--- config.mk ---
export PLATFORM = sky130hd
export DESIGN_NAME = aftab_csr_trap_sequencer
export DESIGN_NICKNAME = d
export VERILOG_FILES = /design/src/rtl/aftab_csr_trap_sequencer.sv
export SDC_FILE = /design/constraint.sdc
export NUM_CORES = 1
export LEC_CHECK = 0
export CAP_MARGIN = 40
export CORE_MARGIN = 5
export CORE_UTILIZATION = 52
export DETAILED_ROUTE_END_ITERATION = 8
export PLACE_DENSITY = 0.85
export SYNTH_ARGS = -nofsm -noshare
export SYNTH_HDL_FRONTEND = slang
export SYNTH_SLANG_ARGS = --single-unit
export TNS_END_PERCENT = 5
--- constraint.sdc ---
create_clock -name i_clk -period 9.1 [get_ports i_clk]
set_clock_uncertainty 0.1 [all_clocks]
set_input_delay 2.275 -clock i_clk [delete_from_list [all_inputs] [get_ports i_clk]]
set_output_delay 2.275 -clock i_clk [all_outputs]
set_load 0.05 [all_outputs]
--- src/rtl/aftab_csr_trap_sequencer.sv ---
// Write-port owner of the AFTAB interrupt CSR bank: arbitrates CSR instructions, trap entry
// and mret, and steps each through a fixed read/modify/write sequence on the bank.
module aftab_csr_trap_sequencer #(
    parameter int len = 32
) (
    input  logic            i_clk,
    input  logic            i_rst,
    input  logic            i_csrReq,
    input  logic [1:0]      i_csrOp,
    input  logic [11:0]     i_csrAddr,
    input  logic [len-1:0]  i_csrWdata,
    output logic            o_csrDone,
    output logic [len-1:0]  o_csrRdata,
    input  logic            i_trapReq,
    input  logic [len-1:0]  i_trapCause,
    input  logic [len-1:0]  i_trapPc,
    input  logic [len-1:0]  i_trapVal,
    output logic            o_trapDone,
    output logic [len-1:0]  o_trapTarget,
    input  logic            i_mretReq,
    output logic            o_mretDone,
    output logic [len-1:0]  o_mretTarget,
    output logic            o_busy,
    output logic            o_writeRegBank,
    output logic [11:0]     o_addressRegBank,
    output logic [len-1:0]  o_inputRegBank,
    input  logic [len-1:0]  i_outRegBank
);

    localparam logic [3:0] S_IDLE     = 4'd0;
    localparam logic [3:0] S_CSR_RD   = 4'd1;
    localparam logic [3:0] S_CSR_WR   = 4'd2;
    localparam logic [3:0] S_TR_RST   = 4'd3;
    localparam logic [3:0] S_TR_WST   = 4'd4;
    localparam logic [3:0] S_TR_EPC   = 4'd5;
    localparam logic [3:0] S_TR_CAUSE = 4'd6;
    localparam logic [3:0] S_TR_TVAL  = 4'd7;
    localparam logic [3:0] S_TR_VEC   = 4'd8;
    localparam logic [3:0] S_TR_DONE  = 4'd9;
    localparam logic [3:0] S_MR_RST   = 4'd10;
    localparam logic [3:0] S_MR_WST   = 4'd11;
    localparam logic [3:0] S_MR_EPC   = 4'd12;
    localparam logic [3:0] S_MR_DONE  = 4'd13;

    localparam logic [11:0] A_MSTATUS = 12'h300;
    localparam logic [11:0] A_MTVEC   = 12'h305;
    localparam logic [11:0] A_MEPC    = 12'h341;
    localparam logic [11:0] A_MCAUSE  = 12'h342;
    localparam logic [11:0] A_MTVAL   = 12'h343;

    logic [3:0]     r_state;
    logic [1:0]     r_csrOp;
    logic [11:0]    r_csrAddr;
    logic [len-1:0] r_csrWdata;
    logic [len-1:0] r_trapCause;
    logic [len-1:0] r_trapPc;
    logic [len-1:0] r_trapVal;

    logic [3:0]     w_nextState;
    logic [len-1:0] w_csrNew;
    logic           w_csrWe;
    logic [len-1:0] w_trStatus;
    logic [len-1:0] w_mrStatus;
    logic [len-1:0] w_tvecBase;
    logic [len-1:0] w_trapTarget;

    // Next-state selection; arbitration only in IDLE with trap > mret > csr.
    always_comb begin
        w_nextState = S_IDLE;
        case (r_state)
            S_IDLE: begin
                if (i_trapReq)      w_nextState = S_TR_RST;
                else if (i_mretReq) w_nextState = S_MR_RST;
                else if (i_csrReq)  w_nextState = S_CSR_RD;
                else                w_nextState = S_IDLE;
            end
            S_CSR_RD:   w_nextState = S_CSR_WR;
            S_CSR_WR:   w_nextState = S_IDLE;
            S_TR_RST:   w_nextState = S_TR_WST;
            S_TR_WST:   w_nextState = S_TR_EPC;
            S_TR_EPC:   w_nextState = S_TR_CAUSE;
            S_TR_CAUSE: w_nextState = S_TR_TVAL;
            S_TR_TVAL:  w_nextState = S_TR_VEC;
            S_TR_VEC:   w_nextState = S_TR_DONE;
            S_TR_DONE:  w_nextState = S_IDLE;
            S_MR_RST:   w_nextState = S_MR_WST;
            S_MR_WST:   w_nextState = S_MR_EPC;
            S_MR_EPC:   w_nextState = S_MR_DONE;
            S_MR_DONE:  w_nextState = S_IDLE;
            default:    w_nextState = S_IDLE;
        endcase
    end

    // Data-path values computed from the bank read of the current state.
    always_comb begin
        case (r_csrOp)
            2'b10:   w_csrNew = i_outRegBank | r_csrWdata;
            2'b11:   w_csrNew = i_outRegBank & ~r_csrWdata;
            default: w_csrNew = r_csrWdata;
        endcase
        if (r_csrOp == 2'b10 || r_csrOp == 2'b11) begin
            w_csrWe = (r_csrWdata != {len{1'b0}});
        end else begin
            w_csrWe = 1'b1;
        end
        w_trStatus    = i_outRegBank;
        w_trStatus[7] = i_outRegBank[3];
        w_trStatus[3] = 1'b0;
        w_mrStatus    = i_outRegBank;
        w_mrStatus[3] = i_outRegBank[7];
        w_mrStatus[7] = 1'b1;
        w_tvecBase    = {i_outRegBank[len-1:2], 2'b00};
        if (i_outRegBank[1:0] == 2'b01 && r_trapCause[len-1]) begin
            w_trapTarget = w_tvecBase + {r_trapCause[len-3:0], 2'b00};
        end else begin
            w_trapTarget = w_tvecBase;
        end
    end

    // Outputs are registered for the state being entered, so each state's drive is stable all cycle.
    always_ff @(posedge i_clk) begin
        if (i_rst) begin
            r_state          <= S_IDLE;
            r_csrOp          <= 2'b00;
            r_csrAddr        <= 12'h000;
            r_csrWdata       <= {len{1'b0}};
            r_trapCause      <= {len{1'b0}};
            r_trapPc         <= {len{1'b0}};
            r_trapVal        <= {len{1'b0}};
            o_busy           <= 1'b0;
            o_writeRegBank   <= 1'b0;
            o_addressRegBank <= 12'h000;
            o_inputRegBank   <= {len{1'b0}};
            o_csrDone        <= 1'b0;
            o_csrRdata       <= {len{1'b0}};
            o_trapDone       <= 1'b0;
            o_trapTarget     <= {len{1'b0}};
            o_mretDone       <= 1'b0;
            o_mretTarget     <= {len{1'b0}};
        end else begin
            r_state          <= w_nextState;
            o_busy           <= (w_nextState != S_IDLE);
            o_writeRegBank   <= 1'b0;
            o_addressRegBank <= 12'h000;
            o_inputRegBank   <= {len{1'b0}};
            o_csrDone        <= 1'b0;
            o_csrRdata       <= {len{1'b0}};
            o_trapDone       <= 1'b0;
            o_trapTarget     <= {len{1'b0}};
            o_mretDone       <= 1'b0;
            o_mretTarget     <= {len{1'b0}};
            case (r_state)
                S_IDLE: begin
                    if (i_trapReq) begin
                        r_trapCause      <= i_trapCause;
                        r_trapPc         <= {i_trapPc[len-1:2], 2'b00};
                        r_trapVal        <= i_trapVal;
                        o_addressRegBank <= A_MSTATUS;
                    end else if (i_mretReq) begin
                        o_addressRegBank <= A_MSTATUS;
                    end else if (i_csrReq) begin
                        r_csrOp          <= i_csrOp;
                        r_csrAddr        <= i_csrAddr;
                        r_csrWdata       <= i_csrWdata;
                        o_addressRegBank <= i_csrAddr;
                    end else begin
                        o_addressRegBank <= 12'h000;
                    end
                end
                S_CSR_RD: begin
                    o_addressRegBank <= r_csrAddr;
                    o_writeRegBank   <= w_csrWe;
                    o_inputRegBank   <= w_csrNew;
                    o_csrDone        <= 1'b1;
                    o_csrRdata       <= i_outRegBank;
                end
                S_TR_RST: begin
                    o_addressRegBank <= A_MSTATUS;
                    o_writeRegBank   <= 1'b1;
                    o_inputRegBank   <= w_trStatus;
                end
                S_TR_WST: begin
                    o_addressRegBank <= A_MEPC;
                    o_writeRegBank   <= 1'b1;
                    o_inputRegBank   <= r_trapPc;
                end
                S_TR_EPC: begin
                    o_addressRegBank <= A_MCAUSE;
                    o_writeRegBank   <= 1'b1;
                    o_inputRegBank   <= r_trapCause;
                end
                S_TR_CAUSE: begin
                    o_addressRegBank <= A_MTVAL;
                    o_writeRegBank   <= 1'b1;
                    o_inputRegBank   <= r_trapVal;
                end
                S_TR_TVAL: o_addressRegBank <= A_MTVEC;
                S_TR_VEC: begin
                    o_addressRegBank <= A_MTVEC;
                    o_trapDone       <= 1'b1;
                    o_trapTarget     <= w_trapTarget;
                end
                S_MR_RST: begin
                    o_addressRegBank <= A_MSTATUS;
                    o_writeRegBank   <= 1'b1;
                    o_inputRegBank   <= w_mrStatus;
                end
                S_MR_WST: o_addressRegBank <= A_MEPC;
                S_MR_EPC: begin
                    o_addressRegBank <= A_MEPC;
                    o_mretDone       <= 1'b1;
                    o_mretTarget     <= i_outRegBank;
                end
                default: o_addressRegBank <= 12'h000;
            endcase
        end
    end

endmodule

==> impl_metrics.env, run 1 <==
export IMPL_period_share_pct=55.40
export IMPL_cts_buffers=29
export IMPL_cts_repair_resized=0
export IMPL_drv_slew=0
export IMPL_clock_sinks=287
export IMPL_hpwl_um=29320
export IMPL_gr_total_overflow=0
export IMPL_cts_root_buffer="clkbuf_16"
export IMPL_ys_warn_count=0
export IMPL_grt_pass1_vias=11280
export IMPL_synthesis_instances=1441
export IMPL_total_power_mw=3.543
export IMPL_clkTransAtPathRegs_ns=0.06
export IMPL_placedInstanceArea_um2=15290
export IMPL_core_um2=22500
export IMPL_yosysSeqAreaShare_pct=48.73
export IMPL_min_path_type="reg -> reg"
export IMPL_insertion_delay_ns=0.55
export IMPL_drc=0
export IMPL_final_area_um2=16360
export IMPL_die_area_um2=25790
export IMPL_drive_gt1_share_pct=5.363
export IMPL_grtUsageTotal_pct=30.11
export IMPL_tns_ns=0
export IMPL_initial_utilization_pct=52.40
export IMPL_utilization_pct=72.71
export IMPL_area_growth_pct=38.76
export IMPL_grt_antenna_before_repair=0
export IMPL_cts_path_max_buffers=3
export IMPL_netlist_top_cells_count="nand2_1 (393), dfxtp_1 (287), a21oi_1 (240)"
export IMPL_netlist_top_cell_by_area="dfxtp_1"
export IMPL_cts_tree="done"
export IMPL_diodes=0
export IMPL_rows=55
export IMPL_synthArstFlopShare_pct=0
export IMPL_multi_input_area_um2=5674
export IMPL_cts_setup_buffers=0
export IMPL_htree_num_levels=1
export IMPL_cp_start_kind="input port"
export IMPL_fin_crit_ns=5.041
export IMPL_ys_top_cells_by_area="dfxtp_1 (49%), nand2_1 (13%), a21oi_1 (10%)"
export IMPL_status="completed"
export IMPL_r2r_slack_ns=5.90
export IMPL_die_h_um=160.6
export IMPL_drt_first_pass_iters=6
export IMPL_crit_path_max_fanout=5
export IMPL_nets=1920
export IMPL_worst_pin_slew_ns=0.9490
export IMPL_max_slew_margin_rel_pct=36.53
export IMPL_via_count=11640
export IMPL_via_per_inst=5.763
export IMPL_post_drt_wl_per_cell_um=20.24
export IMPL_synth_cell_types=65
export IMPL_yosysTopAreaCellShare_pct=48.73
export IMPL_first_iter_violations=990
export IMPL_max_freq_mhz=198.4
export IMPL_setup_viol=0
export IMPL_crit_required_ns=9.43
export IMPL_crit_type="in -> reg"
export IMPL_synth_edf_count=0
export IMPL_arrival_ns=5.38
export IMPL_cap_viol_max_count=0
export IMPL_synth_ff_type="dfxtp_1"
export IMPL_grt_setup_unrepaired="false"
export IMPL_synth_most_common_cell="nand2_1"
export IMPL_grt_pass1_wl_um=62580
export IMPL_seqCellArea_um2=5746
export IMPL_ys_seq_elements=287
export IMPL_cp_end_kind="flip-flop"
export IMPL_port_buffers=319
export IMPL_syn_area_per_cell_um2=8.183
export IMPL_ant_nets=0
export IMPL_drt_total_wl_um=40870
export IMPL_syn_cell_area_um2=11790
export IMPL_setup_ws_ns=4.059
export IMPL_fillCellCount=1677
export IMPL_peakVddDrop_mv=0.1265
export IMPL_dp_slack_ns=3.588
export IMPL_p_leak_nw=6.115
export IMPL_die_w_um=160.6
export IMPL_hold_buffers=0
export IMPL_io_pins=324
export IMPL_grt_start_max_net_pins=86
export IMPL_gp_congestion=0.9217
export IMPL_hold_viol_final=0
export IMPL_p_per_area_nw_per_um2=216.5
kinds of logic (layout without fill, tap and decap cells):
logic type / Yosys count / count (layout) / synth area share (%)
other: 1 / 2 / 0.03180
XOR/XNOR: 25 / 25 / 1.857
AND/OR/NAND/NOR: 574 / 574 / 21.18
adder cells (fa/ha/maj): 30 / 30 / 3.247
AO/OA/AOI/OAI: 415 / 415 / 21.22
multiplexers: 1 / 1 / 0.08489
buffers and inverters: 108 / 400 / 3.650
flip-flops: 287 / 287 / 48.73
report_power, final:
part	internal (mW)	switching [mW]	leakage, nW
Combinational	0.297	0.491	3.26
Sequential	1.35	0.0816	2.33
Clock	0.811	0.513	0.525
Total	2.46	1.09	6.11
cell type report:
cell class | count | share of cell area, %
Tap cell | 285 | 2.179
Sequential cell | 287 | 35.12
Clock buffer | 34 | 4.734
Multi-Input combinational cell | 1047 | 34.68
Inverter | 9 | 0.2065
Timing Repair Buffer | 337 | 21.26
Clock inverter | 20 | 1.828
metrics by stage:
step,cells,hold WS [ns]
final,2019,0.3557
after global routing,2019,0.3668
after CTS,2019,0.3558
after detailed placement,1965,0.3444
after global placement,1956,0.3302
after floorplan,1442,0.3249
layout by cell type, fill, tap and decap left out, types with 4 or more instances in the layout:
master	synthesis	final
a211oi_1	6	6
a21o_1	12	12
a21oi_1	240	239
a221oi_1	29	29
a22o_1	30	30
a31oi_1	6	6
and2_1	63	63
and3_1	6	5
buf_16	0	7
buf_4	4	11
bufinv_16	0	7
clkbuf_16	0	29
clkdlybuf4s50_1	0	318
clkinv_2	0	6
dfxtp_1	287	287
ha_1	29	29
inv_1	8	8
nand2_1	393	392
nand3_1	17	16
nand4_1	6	6
nor2_1	42	39
nor2b_1	4	4
nor3_1	11	10
nor4_1	11	11
o21a_1	4	4
o21ai_0	47	47
o21ai_1	9	9
o21bai_1	4	4
xnor2_1	15	15
xor2_1	10	10
per-layer routing:
metal | wire length, µm | vias to the layer above | share of wire, % | global-route usage (%)
li1 | - | 5504 | - | -
met1 | 15750 | 5363 | 39 | 36.82
met2 | 19490 | 638 | 48 | 51.21
met3 | 3630 | 130 | 8.9 | 6.672
met4 | 1994 | 0 | 4.9 | 12.91
met5 | 0 | - | 0 | 0
registers in the layout, indices dropped and copies added, names as in the netlist, 2 cells and up:
name / cells
r_trapVal: 32
o_inputRegBank: 32
o_mretTarget: 32
o_csrRdata: 32
r_csrWdata: 32
r_csrAddr: 12
o_addressRegBank: 12
r_state: 4
r_trapPc: 30
r_trapCause: 32
o_trapTarget: 30
r_csrOp: 2
critical path, stage by stage:
cell,delay (ns)
clkdlybuf4s50_1,0.56
ha_1,0.31
fa_1,0.44
a211oi_1,0.33
o21ai_1,0.16
nand3_1,0.09
nand2_1,0.11
o21ai_1,0.28
o21ai_1,0.20
a311oi_1,0.37
xor2_1,0.18
o21ai_1,0.08
worst paths after layout:
check / start / to / depth (start not counted)
max: i_outRegBank[2] / o_trapTarget[30] / 12
min: r_trapPc[20] / r_trapPc[20] / 2
max reg2reg: r_state[0] / o_inputRegBank[23] / 7
min reg2reg: r_trapPc[20] / r_trapPc[20] / 2
(Power assumes the default switching activity.)
==> inputs of run 2 (changes only) <==
--- a/config.mk
+++ b/config.mk
@@ -7,9 +7,9 @@
 export LEC_CHECK = 0
 export CAP_MARGIN = 40
 export CORE_MARGIN = 5
-export CORE_UTILIZATION = 52
+export CORE_UTILIZATION = 44
 export DETAILED_ROUTE_END_ITERATION = 8
-export PLACE_DENSITY = 0.85
+export PLACE_DENSITY = 0.77
 export SYNTH_ARGS = -nofsm -noshare
 export SYNTH_HDL_FRONTEND = slang
 export SYNTH_SLANG_ARGS = --single-unit
==> constraint.sdc (replaced) <==
create_clock -name i_clk -period 4.1 [get_ports i_clk]
set_clock_uncertainty 0.1 [all_clocks]
set_input_delay 1.025 -clock i_clk [delete_from_list [all_inputs] [get_ports i_clk]]
set_output_delay 1.025 -clock i_clk [all_outputs]
set_load 0.05 [all_outputs]
==> run 2 against run 1 <==
- total power is 120% higher
- sequential power grew 120%
- via count increased by 1.3%
- sequential cell count stayed put
- clock-buffer cell count is 10 higher
==> impl_metrics.env, run 2 (synthesis gave the netlist of run 1 again) <==
export IMPL_status="completed"
export IMPL_crit_required_ns=4.43
export IMPL_die_h_um=173.7
export IMPL_cp_start_kind="input port"
export IMPL_core_um2=26650
export IMPL_clkTransAtPathRegs_ns=0.06
export IMPL_cts_repair_resized=0
export IMPL_clock_sinks=287
export IMPL_io_pins=324
export IMPL_setup_viol=0
export IMPL_grt_start_max_net_pins=86
export IMPL_post_drt_wl_per_cell_um=19.97
export IMPL_max_freq_mhz=268.1
export IMPL_max_slew_margin_rel_pct=40.15
export IMPL_fillCellCount=2295
export IMPL_grtUsageTotal_pct=26.59
export IMPL_drt_total_wl_um=42260
export IMPL_cts_tree="done"
export IMPL_via_per_inst=5.569
export IMPL_cts_root_buffer="clkbuf_16"
export IMPL_grt_pass1_vias=11480
export IMPL_htree_num_levels=1
export IMPL_drt_first_pass_iters=7
export IMPL_regToRegEndpoint="o_trapTarget[29]"
export IMPL_grt_antenna_before_repair=8
export IMPL_port_buffers=319
export IMPL_utilization_pct=62.48
export IMPL_worst_pin_slew_ns=0.8895
export IMPL_p_seq_share_pct=40.4
export IMPL_hold_buffers=0
export IMPL_p_per_area_nw_per_um2=471.8
export IMPL_gp_congestion=0.9302
export IMPL_cts_setup_buffers=0
export IMPL_insertion_delay_ns=0.55
export IMPL_cp_end_kind="flip-flop"
export IMPL_layout_cells_non_filler=2116
export IMPL_clockPowerShare_pct=37.0
export IMPL_period_share_pct=90.98
export IMPL_drc=0
export IMPL_ff2ff_path_depth=10
export IMPL_setup_ws_ns=0.3700
export IMPL_r2r_slack_ns=0.96
export IMPL_p_sw_mw=2.397
export IMPL_hold_end="r_trapVal[17]"
export IMPL_drive_gt1_share_pct=7.119
export IMPL_peakVddDrop_mv=0.2966
export IMPL_hold_depth=2
export IMPL_tns_ns=0
export IMPL_gr_total_overflow=0
export IMPL_hold_viol_final=0
export IMPL_grt_pass1_wl_um=64280
export IMPL_drv_slew=0
export IMPL_area_growth_pct=41.22
export IMPL_cts_path_max_buffers=3
export IMPL_post_place_cells=2056
export IMPL_r2r_start="r_trapCause[0]"
export IMPL_nets=1956
export IMPL_via_count=11780
export IMPL_rows=60
export IMPL_dp_slack_ns=-0.07779
export IMPL_hpwl_um=31090
export IMPL_first_iter_violations=1136
export IMPL_p_sw_share_pct=30.51
export IMPL_final_common_cell="nand2_1"
export IMPL_crit_type="in -> reg"
export IMPL_min_from="r_trapVal[17]"
export IMPL_arrival_ns=4.06
export IMPL_crit_path_max_fanout=4
export IMPL_ant_nets=0
export IMPL_fin_crit_ns=3.730
export IMPL_die_area_um2=30170
export IMPL_critPathLaunch="i_outRegBank[3]"
export IMPL_final_cell_mix="nand2_1 (393), clkdlybuf4s50_1 (318), dfxtp_1 (287), a21oi_1 (239), and2_1 (63)"
export IMPL_cts_buffers=30
export IMPL_grt_setup_unrepaired="false"
export IMPL_p_leak_nw=6.269
export IMPL_pwr_share_comb_pct=22.6
export IMPL_die_w_um=173.7
export IMPL_cap_viol_max_count=0
export IMPL_p_int_mw=5.459
export IMPL_initial_utilization_pct=44.24
export IMPL_min_path_type="reg -> reg"
[run 2: per-layer routing]
metal	vias up	part of all wire, %	global-route usage (%)
met1	5530	39	32.01
met4	2	4.8	12.41
met5	-	0.031	0
met3	115	8.2	5.714
li1	5570	-	-
met2	566	48	45.51
[run 2: metrics by stage]
| step | hold slack, ns | cell area (µm²) | total power [mW] |
|---|---|---|---|
| 6_report | 0.3545 | 16650 | 7.856 |
| 5_1_grt | 0.3732 | 16650 | 8.177 |
| 4_1_cts | 0.3535 | 16640 | 7.879 |
| 3_5_place_dp | 0.3459 | 15560 | 4.982 |
| 3_3_place_gp | 0.3360 | 15450 | 4.927 |
| 2_1_floorplan | 0.3249 | 11800 | 4.264 |
[run 2: critical path, cell delays in order]
cell,delay (ns)
clkdlybuf4s50_1,0.55
ha_1,0.35
a21oi_1,0.08
and4b_1,0.33
o21ai_1,0.13
a2111oi_0,0.60
o31a_1,0.30
nand3_1,0.12
o211ai_1,0.30
mux2i_1,0.21
nand2_1,0.06
[run 2: worst max-delay path by stage]
stage | slack [ns] | cells after the start | end
finish | 0.37 | 11 | o_trapTarget[29]
global route | 0.27 | 11 | o_trapTarget[29]
CTS | 0.48 | 11 | o_trapTarget[29]
detailed placement | -0.08 | 11 | o_trapTarget[29]
global placement | -0.08 | 11 | o_trapTarget[29]
floorplan | 0.86 | 11 | o_trapTarget[30]
[run 2: final cells by class]
| class | instances | area [µm²] | area share (%) |
|---|---|---|---|
| antenna | 5 | 12.51 | 0.07514 |
| tap | 341 | 426.7 | 2.562 |
| sequential | 287 | 5746 | 34.50 |
| clock buffer | 44 | 914.6 | 5.493 |
| multi-input combinational | 1047 | 5664 | 34.01 |
| clock inverter | 11 | 161.4 | 0.9693 |
| timing repair buffer | 372 | 3694 | 22.18 |
| inverter | 9 | 33.78 | 0.2029 |
[run 2: power groups by stage]
stage               registers, mW  clock network (mW)  logic [mW]
global route                 3.19                3.07        1.92
CTS                          3.17                2.95        1.76
global placement             3.23                   0        1.70
floorplan                    3.33                   0       0.933
detailed placement           3.23                   0        1.75
finish                       3.18                2.91        1.77
==> inputs of run 3 (changes only) <==
--- a/config.mk
+++ b/config.mk
@@ -9,6 +9,7 @@
 export CORE_MARGIN = 5
 export CORE_UTILIZATION = 44
 export DETAILED_ROUTE_END_ITERATION = 8
+export GPL_TIMING_DRIVEN = 0
 export PLACE_DENSITY = 0.77
 export SYNTH_ARGS = -nofsm -noshare
 export SYNTH_HDL_FRONTEND = slang
==> run 3 against run 2 <==
- routed wire length rose by 6.5%
- sequential share of layout area rose by 0.23 points
- via count rose by 1.9%
- non-clock buffer count rose by 48
- sequential cell count did not move
- clock-buffer cell count fell by 3
- clock power rose by 3%
- first-iteration DRC count fell by 11%
- largest power group unchanged
==> impl_metrics.env, run 3 (synthesis gave the netlist of run 1 again) <==
export IMPL_status="completed"
export IMPL_nets=2005
export IMPL_grt_pass1_vias=11750
export IMPL_crit_buf_inv=1
export IMPL_grt_pass1_wl_um=67680
export IMPL_p_per_area_nw_per_um2=480.3
export IMPL_drt_first_pass_iters=6
export IMPL_post_drt_wl_per_cell_um=20.79
export IMPL_drv_slew=0
export IMPL_utilization_pct=62.08
export IMPL_max_freq_mhz=256.8
export IMPL_ant_nets=0
export IMPL_final_common_cell="nand2_1"
export IMPL_period_share_pct=95.00
export IMPL_clock_sinks=287
export IMPL_cts_repair_resized=0
export IMPL_min_path_type="reg -> reg"
export IMPL_final_cell_mix="nand2_1 (393), clkdlybuf4s50_1 (319), dfxtp_1 (287), a21oi_1 (240), clkbuf_1 (90)"
export IMPL_cts_setup_buffers=0
export IMPL_port_buffers=319
export IMPL_die_w_um=173.7
export IMPL_core_um2=26650
export IMPL_tns_ns=0
export IMPL_final_hold_worst_slack_ns=0.3576
export IMPL_path_cells="clkdlybuf4s50_1 > ha_1 > a21oi_1 > and4b_1 > o21ai_1 > a2111oi_0 > o31a_1 > nand3_1 > o211ai_1 > mux2i_1 > nand2_1"
export IMPL_hpwl_um=34760
export IMPL_gr_total_overflow=0
export IMPL_cts_path_max_buffers=3
export IMPL_first_iter_violations=1016
export IMPL_gp_congestion=0.9581
export IMPL_grt_setup_unrepaired="false"
export IMPL_die_h_um=173.7
export IMPL_layout_cells_non_filler=2164
export IMPL_cp_start_kind="input port"
export IMPL_insertion_delay_ns=0.55
export IMPL_final_area_um2=16540
export IMPL_clkTransAtPathRegs_ns=0.06
export IMPL_hold_viol_final=0
export IMPL_drt_total_wl_um=45000
export IMPL_hold_buffers=0
export IMPL_rows=60
export IMPL_worst_pin_slew_ns=0.9058
export IMPL_slowest_delay_ns=0.63
export IMPL_grtUsageTotal_pct=28.51
export IMPL_p_leak_nw=6.125
export IMPL_cap_viol_max_count=0
export IMPL_grt_start_max_net_pins=15
export IMPL_drive_gt1_share_pct=4.180
export IMPL_htree_num_levels=1
export IMPL_peakVddDrop_mv=0.3572
export IMPL_initial_utilization_pct=44.24
export IMPL_cp_top_family="compound AO/OA/AOI/OAI gates"
export IMPL_cts_buffers=31
export IMPL_io_pins=324
export IMPL_critPathSlowestCell="clkdlybuf4s50_1"
export IMPL_total_power_mw=7.945
export IMPL_fin_crit_ns=3.895
export IMPL_dp_slack_ns=-0.2874
export IMPL_cp_end_kind="flip-flop"
export IMPL_crit_type="in -> reg"
export IMPL_arrival_ns=4.23
export IMPL_via_count=12010
export IMPL_die_area_um2=30170
export IMPL_via_per_inst=5.550
export IMPL_cts_root_buffer="clkbuf_16"
export IMPL_drc=0
export IMPL_crit_path_max_fanout=6
export IMPL_setup_ws_ns=0.2052
export IMPL_post_place_cells=2104
export IMPL_max_slew_margin_rel_pct=39.05
export IMPL_cts_tree="done"
export IMPL_placedInstanceArea_um2=15430
export IMPL_setup_viol=0
export IMPL_grt_antenna_before_repair=6
export IMPL_crit_required_ns=4.44
export IMPL_area_growth_pct=40.30
## run 3: cell types whose count changed in the layout (fill, tap and decap cells not counted), moves of 3 or more
cell      previous run  this run
buf_1                0         4
clkbuf_1             4        90
nor2_1              39        42
buf_16               4         0
buf_4               48         6
## run 3: path summary, 6_finish.rpt
check	start	end	slack [ns]	depth (start not counted)
setup / recovery	i_outRegBank[3]	o_trapTarget[29]	0.21	11
hold / removal	r_trapPc[16]	r_trapPc[16]	0.36	2
setup reg to reg	r_trapCause[0]	o_trapTarget[29]	0.89	10
hold reg to reg	r_trapPc[16]	r_trapPc[16]	0.36	2
## run 3: worst min-delay path: stages, from the launching register on
cell	delay, ns
dfxtp_1	0.31
nand2_1	0.05
a21oi_1	0.05
## run 3: routing by layer
metal,routed length (µm),GRT usage (%),share of wire (%),vias to the layer above
met5,20,0,0.044,-
met4,2072,13.00,4.6,2
met3,3649,5.038,8.1,115
met2,20930,47.03,47,586
met1,18330,36.60,41,5618
li1,-,-,-,5689
## run 3: power by group
group          internal, mW  leakage (nW)  switching, mW
Combinational         0.643          3.26           1.17
Clock                  1.84         0.541           1.16
Sequential             3.00          2.33          0.145
Total                  5.48          6.13           2.47
## run 3: area by class of cell
type	count	area (µm²)
flip-flops and latches	287	5746
repair buffers	321	3208
multi-input cells	1047	5619
clock inverters	14	207.7
well taps	341	426.7
fillers	2279	10110
inverters	9	33.78
diodes	5	12.51
clock buffers	41	893.4
plain buffers	99	396.6
